--- src/rtl/led_pwm_driver.sv ---
// RGB LED PWM driver: three channel outputs sharing one duty level, with a
// boundary-aligned cross-fade between colour codes.
//
// state    | meaning
// ---------+-----------------------------------------------------------
// STEADY   | level tracks brightness, active_colour matches colour
// FADE_OUT | old colour dimming toward 0, new colour latched at level 0
// FADE_IN  | new colour ramping toward brightness
module led_pwm_driver #(
  parameter int PWM_BITS  = 8,
  parameter int FADE_STEP = 16
) (
  input  logic                clk,
  input  logic                rst,
  input  logic [2:0]          colour,
  input  logic [PWM_BITS-1:0] brightness,
  input  logic                fade_en,
  output logic                led_r,
  output logic                led_g,
  output logic                led_b,
  output logic                busy
);

  typedef enum logic [1:0] {STEADY, FADE_OUT, FADE_IN} state_t;

  localparam logic [PWM_BITS-1:0] STEP = FADE_STEP[PWM_BITS-1:0];

  state_t              state;
  logic [PWM_BITS-1:0] pwm_cnt;
  logic [PWM_BITS-1:0] level;
  logic [2:0]          active_colour;
  logic                boundary;
  logic                duty_on;
  logic                fade_in_done;

  assign boundary = &pwm_cnt;
  assign duty_on  = pwm_cnt < level;
  // Covers both a normal final step and a brightness lowered below the ramp.
  assign fade_in_done = (level >= brightness) || ((brightness - level) <= STEP);

  always_ff @(posedge clk or negedge rst) begin
    if (!rst) begin
      state         <= STEADY;
      pwm_cnt       <= '0;
      level         <= '0;
      active_colour <= 3'b000;
      led_r         <= 1'b0;
      led_g         <= 1'b0;
      led_b         <= 1'b0;
      busy          <= 1'b0;
    end else begin
      pwm_cnt <= pwm_cnt + 1'b1;
      led_r   <= active_colour[0] && duty_on;
      led_g   <= active_colour[1] && duty_on;
      led_b   <= active_colour[2] && duty_on;

      if (boundary) begin
        if (!fade_en) begin
          active_colour <= colour;
          level         <= brightness;
          state         <= STEADY;
          busy          <= 1'b0;
        end else begin
          case (state)
            STEADY: begin
              if (colour != active_colour) begin
                state <= FADE_OUT;
                busy  <= 1'b1;
              end else begin
                level <= brightness;
              end
            end
            FADE_OUT: begin
              // Step guarded by the compare, so the subtraction never wraps.
              if (level > STEP) begin
                level <= level - STEP;
              end else begin
                level         <= '0;
                active_colour <= colour;
                state         <= FADE_IN;
                busy          <= 1'b1;
              end
            end
            FADE_IN: begin
              if (colour != active_colour) begin
                state <= FADE_OUT;
                busy  <= 1'b1;
              end else if (fade_in_done) begin
                level <= brightness;
                state <= STEADY;
                busy  <= 1'b0;
              end else begin
                level <= level + STEP;
              end
            end
            default: begin
              state <= STEADY;
              busy  <= 1'b0;
            end
          endcase
        end
      end
    end
  end

endmodule

--- config.mk ---
export PLATFORM = sky130hd
export DESIGN_NAME = led_pwm_driver
export DESIGN_NICKNAME = d
export VERILOG_FILES = /design/src/rtl/led_pwm_driver.sv
export SDC_FILE = /design/constraint.sdc
export NUM_CORES = 1
export LEC_CHECK = 0
export CAP_MARGIN = 10
export CORE_ASPECT_RATIO = 1.25
export CORE_MARGIN = 4
export CORE_UTILIZATION = 58
export CTS_CLUSTER_DIAMETER = 50
export DETAILED_ROUTE_END_ITERATION = 10
export PLACE_DENSITY = 0.89
export SETUP_SLACK_MARGIN = 0.4
export SLEW_MARGIN = 10
export SYNTH_ARGS = -nofsm -noshare
export SYNTH_HDL_FRONTEND = slang
export SYNTH_SLANG_ARGS = --single-unit
--- constraint.sdc ---
create_clock -name clk -period 2.4 [get_ports clk]
set_input_delay 0.36 -clock clk [delete_from_list [all_inputs] [get_ports clk]]
set_output_delay 0.36 -clock clk [all_outputs]
set_load 0.1 [all_outputs]
==> run summary, run 1 <==
At the pin with the least slew margin, the transition time is 0.399 ns. During synthesis, Yosys emitted a total of 0 warnings. The combined area of all synthesized cells came out at 1970 µm². The post-placement setup slack came out at -0.422 ns. The first detailed-routing pass ran for 6 iterations.

Counting distinct cell types in the post-synthesis netlist gives 47. The sequential fraction of design power came out at 0.366. The proportion of total power due to net switching is 0.366. The total routing resource utilization after global routing came out at 0.275. The total detailed-routing wirelength is 5980 µm. The worst hold slack after final layout came out at 0.435 ns. The area of the core is 3250 µm². Across the run, the number of max-cap violations was 0. The worst setup slack after layout came out at -0.0718 ns. The minimum clock period after layout came out at 2.47 ns. The element type at the critical path start is a register.

The setup violation total in the final timing report is 6. The achievable clock frequency came out at 405 MHz. The floorplan die area is 4410 µm². The via count came out at 1949. The most critical setup path has its startpoint at level[2]. The initial antenna violation count is 0. The flow ran to the end, but the final reports show violations.

Across the routed clock network, the largest skew measured is 0.00307 ns. The worst-case IR drop observed on VDD is 0.623 mV. The number of buffers created by CTS is 3. From synthesis to final layout, the design area changed by 39.1%. The share of total power in combinational logic is 0.418.

The number of H-tree levels came out at 1. Clock latency on the worst-skew pair, taken at its later pin, is 0.28 ns. The critical path is of the reg -> reg type. The antenna diode count came out at 0. The net load switching power is 0.452 mW. In this run the tightest slew margin relative to its limit is 0.732.

The synthesized design contains 25 register bits. The analysis attributes to cell leakage a power of 1.20 nW. The type of the most critical hold path is in -> async. The longest clock path from root to sink contains 2 buffers. The final non-filler cell area came out at 2750 µm². On the worst path, the slowest cell contributes a delay of 0.44 ns. STA classifies the critical path endpoint as a register. TritonCTS built the clock tree. The final reports fail on setup timing. The share of synthesized flip-flops with an asynchronous set or reset came out at 1.00.

After the last flow step, the layout net total stands at 312. The x dimension of the die came out at 60.2 µm. The row count is 23. The synthesized instance count came out at 220.

For the worst setup path, the data arrival time is 2.62 ns. Of all nets on the critical path, the largest fanout is 7. The via count of the first global-routing pass came out at 1957. The global-route wire length before repair came out at 9120 µm.

The slowest library cell on the worst path is sky130_fd_sc_hd__a221oi_4. STA puts the critical path data required time at 2.55 ns. The clock sink total came out at 25. The boundary pin count came out at 18. After legalization and detailed placement, the total HPWL measured 3750 µm. Traced cell by cell, the critical path runs through inv_2, ha_4, o21ai_4, a21oi_4, o311ai_4, a221oi_4, o21ba_1, a21bo_4, nand2_1, a31oi_1. For the final routed database, the setup TNS stands at -0.281 ns.

The first routing iteration left 144 violations. The portion of total power attributed to the clock network is 0.216. The flip-flop cell with the highest count after synthesis is sky130_fd_sc_hd__dfrtp_1. The overall power of the completed layout is 1.24 mW. The sequential fraction of the synthesis area came out at 0.317. For this run, design rule violations remaining after detail routing come to 0. The post-detailed-route wirelength per cell is 19.3 µm. The internal power component is 0.785 mW. Setup repair after global routing could not meet its margin everywhere. The initial standard-cell utilization of the core came out at 0.607. Entering global routing, the biggest net connects 26 pins. Yosys mapped a number of flops with a built-in enable equal to 0.

The hold-fix buffer count after cts came out at 0. The launch instance of the worst register-to-register path is level[2]. The count of fill cells added during filler insertion came out at 153. The portion of the clock cycle consumed by the worst path in the final layout came out at 1.03.

The post-synth net total is 258. The total congestion overflow after global routing came out at 0. The number of hold violations in the final report came out at 0. In this run the tool buffered the top-level ports with 17 buffer cells. The largest delay contributor family on the critical path is compound AO/OA/AOI/OAI gates.

The die is 73.2 µm tall. The clock tree root buffer cell is sky130_fd_sc_hd__clkbuf_8. The total buffers and inverters traversed by the critical path is 1. The number of vias per cell after detailed routing came out at 6.29. The clock transition at the registers of the reported paths came out at 0.09 ns. The final RePlAce weighted congestion is 0.891. Of the cells placed in the final design, the portion with a size suffix greater than 1 is 0.333. The synthesized area divided by synthesized cell count came out at 8.97 µm².

The count of pins over their slew limit is 0. The residual antenna-violating net count after detailed routing came out at 0. Once placement finished, the instance area stood at 2490 µm². The power per unit of standard cell area came out at 450 nW/µm².
through the flow:
stage	util	cells
final	0.845	310
after global placement	0.766	295
after CTS	0.821	305
after global routing	0.845	310
after detailed placement	0.766	295
after floorplan	-	220
final timing paths:
| kind | endpoint | cells after the start | slack [ns] |
|---|---|---|---|
| max | level[4] | 10 | -0.07 |
| min | pwm_cnt[2] | 2 | 0.43 |
| max reg2reg | level[4] | 10 | -0.07 |
| min reg2reg | pwm_cnt[6] | 1 | 0.52 |
| max in group asynchronous | led_b | 2 | 1.73 |
| min in group clk | level[0] | 3 | 0.51 |
layer usage:
metal	vias up	routed length, µm	track usage
met5	-	0	0
met3	24	353	0.0460
met1	944	2260	0.329
li1	897	-	-
met2	84	3140	0.484
met4	0	220	0.101
final cells by class:
class                           instances  area (µm²)  area share
Clock inverter                          1        8.76     0.00319
Sequential cell                        25         626       0.228
Multi-Input combinational cell        172        1540       0.559
Inverter                               21        78.8      0.0287
Clock buffer                            3        41.3      0.0150
Timing Repair Buffer                   51         410       0.149
Tap cell                               37        46.3      0.0169
flip-flops by register name, summed over array words and instances (netlist names):
name / flops
busy: 1
led_b: 1
state: 2
led_g: 1
active_colour: 3
pwm_cnt: 8
led_r: 1
level: 8
logic make-up after synthesis:
group | count (synthesis) | synth area share
xor gates and xnor gates | 14 | 0.0621
DFF | 25 | 0.317
muxes | 4 | 0.0203
buffers and inverters | 23 | 0.0437
adders and majority gates | 24 | 0.152
and+or+nand+nor | 75 | 0.192
AOI/OAI and AO/OA | 55 | 0.213
placed cells by master (no fill, tap or decap), types with 5 or more instances in the layout:
cell type,count
sky130_fd_sc_hd__inv_1,15
sky130_fd_sc_hd__ha_1,15
sky130_fd_sc_hd__clkdlybuf4s50_1,6
sky130_fd_sc_hd__dfrtp_1,25
sky130_fd_sc_hd__a21oi_1,10
sky130_fd_sc_hd__ha_4,8
sky130_fd_sc_hd__xnor2_1,9
sky130_fd_sc_hd__o21ai_0,6
sky130_fd_sc_hd__nand2_1,13
sky130_fd_sc_hd__inv_2,6
sky130_fd_sc_hd__dlygate4sd2_1,7
sky130_fd_sc_hd__nand3_1,11
sky130_fd_sc_hd__a21oi_2,5
sky130_fd_sc_hd__o21ai_1,6
sky130_fd_sc_hd__nor3_1,7
sky130_fd_sc_hd__nor2_1,15
sky130_fd_sc_hd__buf_4,37
power groups by stage:
stage / clock network, mW / logic [mW] / registers, mW
after global placement: 0 / 0.418 / 0.459
after global routing: 0.290 / 0.548 / 0.455
after floorplan: 0 / 0.256 / 0.501
final: 0.267 / 0.517 / 0.453
after detailed placement: 0 / 0.432 / 0.461
after CTS: 0.269 / 0.469 / 0.453
cells in the mapped netlist, types with 3 or more instances:
cell | count | share of area
sky130_fd_sc_hd__a21oi_1 | 15 | 0.038
sky130_fd_sc_hd__dfrtp_1 | 25 | 0.32
sky130_fd_sc_hd__ha_1 | 24 | 0.15
sky130_fd_sc_hd__inv_1 | 21 | 0.040
sky130_fd_sc_hd__mux2i_1 | 4 | 0.020
sky130_fd_sc_hd__nand2_1 | 13 | 0.025
sky130_fd_sc_hd__nand2b_1 | 4 | 0.013
sky130_fd_sc_hd__nand3_1 | 14 | 0.035
sky130_fd_sc_hd__nand4_1 | 4 | 0.013
sky130_fd_sc_hd__nor2_1 | 15 | 0.029
sky130_fd_sc_hd__nor2b_1 | 3 | 0.0095
sky130_fd_sc_hd__nor3_1 | 7 | 0.018
sky130_fd_sc_hd__o21ai_0 | 8 | 0.020
sky130_fd_sc_hd__o21ai_1 | 4 | 0.010
sky130_fd_sc_hd__o22ai_1 | 3 | 0.0095
sky130_fd_sc_hd__o31ai_1 | 4 | 0.015
sky130_fd_sc_hd__or3_1 | 3 | 0.0095
sky130_fd_sc_hd__xnor2_1 | 10 | 0.044
sky130_fd_sc_hd__xor2_1 | 4 | 0.018
what timing repair did:
action,CTS,global route
endpoints found under the setup margin,14,17
setup buffers,6,5
pin swaps,19,16
resized for setup,23,8
No activity file was read; power rests on OpenSTA's default activity.
==> inputs of run 2 (changes only) <==
--- a/config.mk
+++ b/config.mk
@@ -7,11 +7,11 @@
 export LEC_CHECK = 0
 export CAP_MARGIN = 10
 export CORE_ASPECT_RATIO = 1.25
-export CORE_MARGIN = 4
-export CORE_UTILIZATION = 58
+export CORE_UTILIZATION = 60
 export CTS_CLUSTER_DIAMETER = 50
 export DETAILED_ROUTE_END_ITERATION = 10
-export PLACE_DENSITY = 0.89
+export DONT_BUFFER_PORTS = 1
+export PLACE_DENSITY = 0.85
 export SETUP_SLACK_MARGIN = 0.4
 export SLEW_MARGIN = 10
 export SYNTH_ARGS = -nofsm -noshare
==> run 2 against run 1 <==
Against the previous run: the run ends with hold timing, setup timing left; highest routed layer unchanged; sequential cell count unchanged; worst hold slack worse by 0.46 ns; critical path type unchanged; final area down 10%; routed wire length down 8.5%.
==> run summary, run 2 (synthesis results as in run 1) <==
The total half-perimeter wirelength after legalization and detailed placement came out at 3610 µm (-3.6%). The total routing resource utilization after global routing is 0.308 (+0.0331). The via count of the first global-routing pass came out at 1789 (-8.6%). The count of fill cells added during filler insertion is 188 (+23%).

The post-placement setup slack came to 0.0515 ns (+0.473 ns). The number of hold violations in the final report is 25 (+25). Setup repair after global routing could not meet its margin everywhere. The clock sink total is 25 (unchanged).

The multi-input logic area is 1510 µm² (-1.5%). The required time of the worst setup path is 2.63 ns (+0.08 ns). The number of H-tree levels is 1 (unchanged). The clock tree root buffer cell is sky130_fd_sc_hd__clkbuf_4. The number of port buffers is 0 (-17).

The largest registers in the layout are level: 8 flops, pwm_cnt: 8 flops, active_colour: 3 flops. The via count came out at 1847 (-5.2%). The global-route wire length before repair is 7870 µm (-14%). The class of the most critical setup path is reg -> reg. The number of detailed-route iterations in the first pass is 7 (+1).

The most numerous cell type found on the critical path is sky130_fd_sc_hd__nor3_1. The boundary pin count is 18 (unchanged). The floorplan die height was 66.1 µm (-9.7%).

The worst path arrival time came to 2.78 ns (+0.16 ns). The floorplan die area came out at 3530 µm² (-20%). The initial standard-cell utilization of the core is 0.652 (+0.0449). The portion of the clock cycle consumed by the worst path in the final layout came out at 1.06 (+0.0293). The cell count of the worst reg-to-reg path is 9 (-1).

The area of the core is 3030 µm² (-6.9%). The minimum clock period after layout is 2.54 ns (+0.0702 ns). The maximum buffer depth of the clock tree came out at 2 (unchanged).

The setup violation total in the final timing report came out at 6 (unchanged). The highest ir drop seen on vdd is 0.285 mV (-54%). The residual antenna-violating net count after detailed routing came out at 0 (unchanged).

The worst clock skew on the final layout is 0.0104 ns (+0.00732 ns). The max-capacitance violation count is 0 (unchanged). The number of buffers created by CTS was 3 (unchanged). The worst-case headroom to the max-slew limit came to 0.407 (-0.325). The antenna diode count is 0 (unchanged). The top fanout value on the critical path is 9 (+2). In this run the critical register-to-register path is launched from state[0]. The worst setup slack after layout is -0.142 ns (-0.0702 ns). The worst hold slack after final layout is -0.0258 ns (-0.460 ns).

The clock transition at the registers of the reported paths came to 0.15 ns (+0.06 ns). The longest individual stage delay on the worst path came out at 0.45 ns (about the same). The post-detailed-route wirelength per cell is 19.4 µm (+0.59%). The overall power of the completed layout came out at 1.13 mW (-8.8%). The initial antenna violation count is 0 (unchanged). The number of DRC markers in iteration 0 is 138 (-4.2%). The total congestion overflow after global routing was 0 (unchanged). The x dimension of the die came out at 53.3 µm (-11%). The final reports fail on hold timing, setup timing. The insertion delay to the later sink of the worst-skew pair came out at 0.34 ns (+0.06 ns).

The worst setup path is launched from a register. The post-layout net count is 285 (-8.7%). The pin count of the biggest net entering global routing is 26 (unchanged). The run finished, with violations left. The number of vias per cell after detailed routing came out at 6.55 (+4.2%). The flop-to-flop setup slack is -0.14 ns (-0.07 ns). The number of remaining DRC errors was 0 (unchanged).

The path class of the tightest hold or removal check is in -> async. The achievable clock frequency is 393 MHz (-2.8%). The power per unit of standard cell area came to 457 nW/µm² (+1.5%). Among all stages on the critical path, the largest delay is contributed by sky130_fd_sc_hd__dfrtp_1.

The count of pins over their slew limit came out at 0 (unchanged). The row count is 22 (-4.3%). The total detailed-routing wirelength is 5470 µm (-8.5%).

The leakage power is 1.05 nW (-13%). The share of post-route cells with drive strength above 1 came out at 0.305 (-0.0285). The end of the worst register-to-register path is level[6]. The area taken by flip-flops and latches came out at 626 µm² (unchanged). The library cells used most frequently in the layout, excluding fill and tap cells, are sky130_fd_sc_hd__dfrtp_1, sky130_fd_sc_hd__buf_4, sky130_fd_sc_hd__ha_1. STA classifies the critical path endpoint as a register. The transition time of the tightest slew-check pin came out at 0.890 ns (+0.491 ns). The final RePlAce weighted congestion came out at 0.871 (-2.3%). The area growth from synthesis to layout is 25.0%. TritonCTS built the clock tree. The most common cell after layout, fill and taps aside is sky130_fd_sc_hd__dfrtp_1. Walking the worst path, the cells encountered are inv_1, ha_1, nor2_1, mux2i_1, nor3_1, a21boi_0, o31ai_4, a21oi_1, nor3_1.
==> run 2: critical path: cells and delay by family, from the launching register on <==
| family | cells | cell delay [ns] |
|---|---|---|
| flops | 1 | 0.45 |
| buf+inv | 1 | 0.13 |
| simple gates | 3 | 0.48 |
| compound gates | 3 | 0.76 |
| fa+ha+maj | 1 | 0.44 |
| mux | 1 | 0.18 |
==> run 2: layer usage <==
metal	GRT usage	wire, µm	share of wire	up-vias
li1	-	-	-	846
met1	0.336	2090	0.38	876
met2	0.547	2880	0.53	97
met3	0.0437	265	0.048	28
met4	0.178	238	0.043	0
met5	0	0	0	-
==> run 2: how the worst max path moves through the flow <==
stage / from / cells past startpoint / endpoint
floorplan: level[6] / 9 / level[5]
global placement: level[6] / 9 / level[5]
detailed placement: level[1] / 10 / level[7]
CTS: level[2] / 11 / level[7]
global route: level[1] / 10 / level[4]
finish: state[0] / 9 / level[6]
==> run 2: final cells by class <==
type,instances,area share
flip-flops and latches,25,0.253
clock buffers,4,0.0106
inverters,21,0.0319
repair buffers,24,0.0735
well taps,36,0.0182
multi-input cells,172,0.612
==> run 2: report_power, final <==
group          internal (mW)  switching [mW]
clock network         0.0654           0.139
logic                  0.200           0.231
registers              0.439          0.0526
==> run 2: repair_timing <==
action,4_1_cts,5_1_grt
resized for setup,10,10
pin swaps,8,10
hold endpoints to repair,25,0
hold buffers,1,0
buffers inserted,9,7
setup endpoints to repair,14,14
==> run 2: per-stage QoR <==
step / std cells / util / TNS, ns / area, µm² / hold slack, ns
6_report: 282 / 0.815 / -0.369 / 2470 / -0.0258
5_1_grt: 282 / 0.815 / -1.26 / 2470 / 0.0274
4_1_cts: 275 / 0.783 / 0 / 2370 / 0.144
3_5_place_dp: 261 / 0.730 / 0 / 2210 / 0.0649
3_3_place_gp: 261 / 0.730 / 0 / 2210 / 0.0649
2_1_floorplan: 220 / - / 0 / 2120 / 0.0644
==> inputs of run 3 (changes only) <==
--- a/config.mk
+++ b/config.mk
@@ -8,6 +8,7 @@
 export CAP_MARGIN = 10
 export CORE_ASPECT_RATIO = 1.25
 export CORE_UTILIZATION = 60
+export CTS_BUF_LIST = sky130_fd_sc_hd__clkbuf_8
 export CTS_CLUSTER_DIAMETER = 50
 export DETAILED_ROUTE_END_ITERATION = 10
 export DONT_BUFFER_PORTS = 1
==> run 3 against run 2 <==
Against the previous run: the run ends with setup timing left; first-iteration DRC count shrank 27%; register-to-register slack gained 0.12 ns; fmax up 4.9%; total power grew 2.0%; final cell count decreased by 1.8%; global-route usage up 0.89 points; highest routed layer unchanged; sequential share of layout area rose by 0.090 points; clock-buffer cell count down 1; via count is 4.1% lower; non-clock buffer count shrank 5; core utilization shrank 0.29 points; final area shrank 0.35%.
==> run summary, run 3 (synthesis results as in run 1) <==
The clock sink total is 25 (unchanged). The worst setup slack after layout is -0.0224 ns (+0.120 ns). The final reports fail on setup timing. The top fanout value on the critical path came out at 6 (-3). The share of post-route cells with drive strength above 1 is 0.299 (-0.00612). The antenna diode count is 0 (unchanged). The row count came out at 22 (unchanged). The total half-perimeter wirelength after legalization and detailed placement is 3610 µm (unchanged).

The flow ran to the end, but the final reports show violations. The via count of the first global-routing pass came to 1776 (-0.73%). The number of remaining DRC errors came out at 0 (unchanged). The number of vias per cell after detailed routing is 6.40 (-2.3%). The floorplan die area came out at 3530 µm² (unchanged). The power per unit of standard cell area came to 468 nW/µm² (+2.4%). The element type at the critical path start is a register. The worst setup path is of the reg -> reg kind. The maximum buffer depth of the clock tree was 2 (unchanged).

The total detailed-routing wirelength is 5030 µm (-8.0%). The via count came to 1772 (-4.1%). The pin count of the biggest net entering global routing was 26 (unchanged). The total congestion overflow after global routing came out at 0 (unchanged).

In this run the worst hold path is classified as in -> async. The worst path arrival time came out at 2.62 ns (-0.16 ns). The layer flagged by global routing as most heavily used is met2.

The area growth from synthesis to layout came out at 24.6%. The library cell used most frequently in the layout, excluding fill and tap cells, is sky130_fd_sc_hd__dfrtp_1. The total routing resource utilization after global routing came out at 0.317 (+0.00891).

The residual antenna-violating net count after detailed routing came to 0 (unchanged). The total negative slack is -0.116 ns (+0.253 ns). The number of H-tree levels came to 1 (unchanged). The global-route wire length before repair came out at 8110 µm (+3.1%). The required time of the worst setup path was 2.59 ns (-0.04 ns). The slowest library cell on the worst path is sky130_fd_sc_hd__a211oi_4.

The global routing usage on met3 came out at 0.0575 (+0.0138). The clock transition at the registers of the reported paths came out at 0.09 ns (-0.06 ns). The worst-case headroom to the max-slew limit came out at 0.407 (+0.000670). The end-of-flow core utilization is 0.812 (-0.00289). The clock tree root buffer cell is sky130_fd_sc_hd__clkbuf_8. The max-capacitance violation count came out at 0 (unchanged). The largest registers in the layout are level: 8 flops, pwm_cnt: 8 flops, active_colour: 3 flops. The area of the core is 3030 µm² (unchanged). The met1 usage came to 0.357 (+0.0214). The final RePlAce weighted congestion is 0.871 (unchanged). The initial standard-cell utilization of the core is 0.652 (unchanged). The setup violation total in the final timing report came out at 7 (+1). The minimum clock period after layout came out at 2.42 ns (-0.120 ns). The highest ir drop seen on vdd was 0.323 mV (+13%). The leakage power came out at 1.04 nW (-0.55%). The CTS tree is built. The achievable clock frequency is 413 MHz (+4.9%). The insertion delay to the later sink of the worst-skew pair is 0.27 ns (-0.07 ns). The post-layout net count is 280 (-1.8%). The number of hold violations in the final report is 0 (-100%). The number of DRC markers in iteration 0 came out at 101 (-27%). The number of port buffers came out at 0 (unchanged). The signal on the critical path passes through inv_2, ha_4, or3_4, a21boi_4, mux2i_4, a211oi_4, mux2i_1, a21oi_1, mux2i_1. The portion of the clock cycle consumed by the worst path in the final layout came to 1.01 (-0.0499). The number of buffers created by CTS is 3 (unchanged). The met2 track utilization from global routing came out at 0.555 (+0.00781). The worst clock skew on the final layout was 0.00348 ns (-0.00692 ns). The count of fill cells added during filler insertion came out at 189 (+0.53%).

Setup repair after global routing could not meet its margin everywhere. The x dimension of the die came out at 53.3 µm (unchanged). The sort of element at the end of the critical path is a register. The floorplan die height was 66.1 µm (unchanged). The most used cell along the critical path is sky130_fd_sc_hd__mux2i_1. The library cells used most frequently in the layout, excluding fill and tap cells, are sky130_fd_sc_hd__dfrtp_1, sky130_fd_sc_hd__buf_4, sky130_fd_sc_hd__ha_1. The worst hold slack after final layout came out at 0.0616 ns (+0.0874 ns). The number of detailed-route iterations in the first pass is 4 (-3). The post-detailed-route wirelength per cell came to 18.2 µm (-6.4%).

The transition time of the tightest slew-check pin came out at 0.889 ns (-0.00100 ns). The count of pins over their slew limit is 0 (unchanged). The longest individual stage delay on the worst path came out at 0.45 ns (about the same). The initial antenna violation count was 0 (unchanged). The boundary pin count is 18 (unchanged).
==> run 3: changes by cell type in the layout (fill, tap and decap cells not counted), sizes merged <==
cell    before  now
buf         24   19
inv         21   22
clkbuf       4    3
==> run 3: metal layers <==
metal  vias to the layer above  share of wire
met2                        77           0.53
li1                        829              -
met1                       848           0.39
met3                        18          0.049
met5                         -              0
met4                         0          0.030
==> run 3: timing repair <==
action                                  in CTS  in global routing
endpoints found under the hold margin       25                  0
cloned                                       0                  0
pin swaps                                    0                  6
hold buffers                                 1                  0
buffers inserted                             6                  5
resized for setup                            9                 13
endpoints found under the setup margin      14                 14
==> run 3: where the power goes <==
part / total, mW / internal (mW) / switching (mW)
Sequential: 0.492 / 0.439 / 0.0534
Combinational: 0.409 / 0.191 / 0.218
Clock: 0.249 / 0.115 / 0.135
Total: 1.15 / 0.744 / 0.406
==> run 3: final timing paths <==
path	from	endpoint	slack (ns)	depth (start not counted)
setup reg to reg	level[6]	level[5]	-0.02	9
hold / removal	rst	pwm_cnt[0]	0.06	1
setup / recovery	level[6]	level[5]	-0.02	9
min in group clk	colour[2]	active_colour[2]	0.21	2
hold reg to reg	pwm_cnt[5]	pwm_cnt[5]	0.53	1
max in group asynchronous	rst	level[4]	1.98	1
==> run 3: worst max-delay path: cells and delay by family (launching register included) <==
| family | cells | cell delay [ns] |
|---|---|---|
| compound gates | 3 | 0.71 |
| mux | 3 | 0.52 |
| flops | 1 | 0.40 |
| simple gates | 1 | 0.38 |
| fa+ha+maj | 1 | 0.23 |
| buf+inv | 1 | 0.10 |
==> run 3: layout make-up <==
class	count	area, µm²	area share
inverters	21	78.8	0.0320
repair buffers	19	140	0.0570
clock inverters	1	3.75	0.00153
clock buffers	3	41.3	0.0168
multi-input cells	172	1530	0.620
well taps	36	45.0	0.0183
flip-flops and latches	25	626	0.254
==> run 3: metrics by stage <==
step	setup WS [ns]	area [µm²]	power, mW	std cells
2_1_floorplan	0.257	2120	0.757	220
3_3_place_gp	0.126	2210	0.808	261
3_5_place_dp	0.0515	2210	0.827	261
4_1_cts	0.0557	2360	1.10	272
5_1_grt	-0.137	2460	1.21	277
6_report	-0.0224	2460	1.15	277
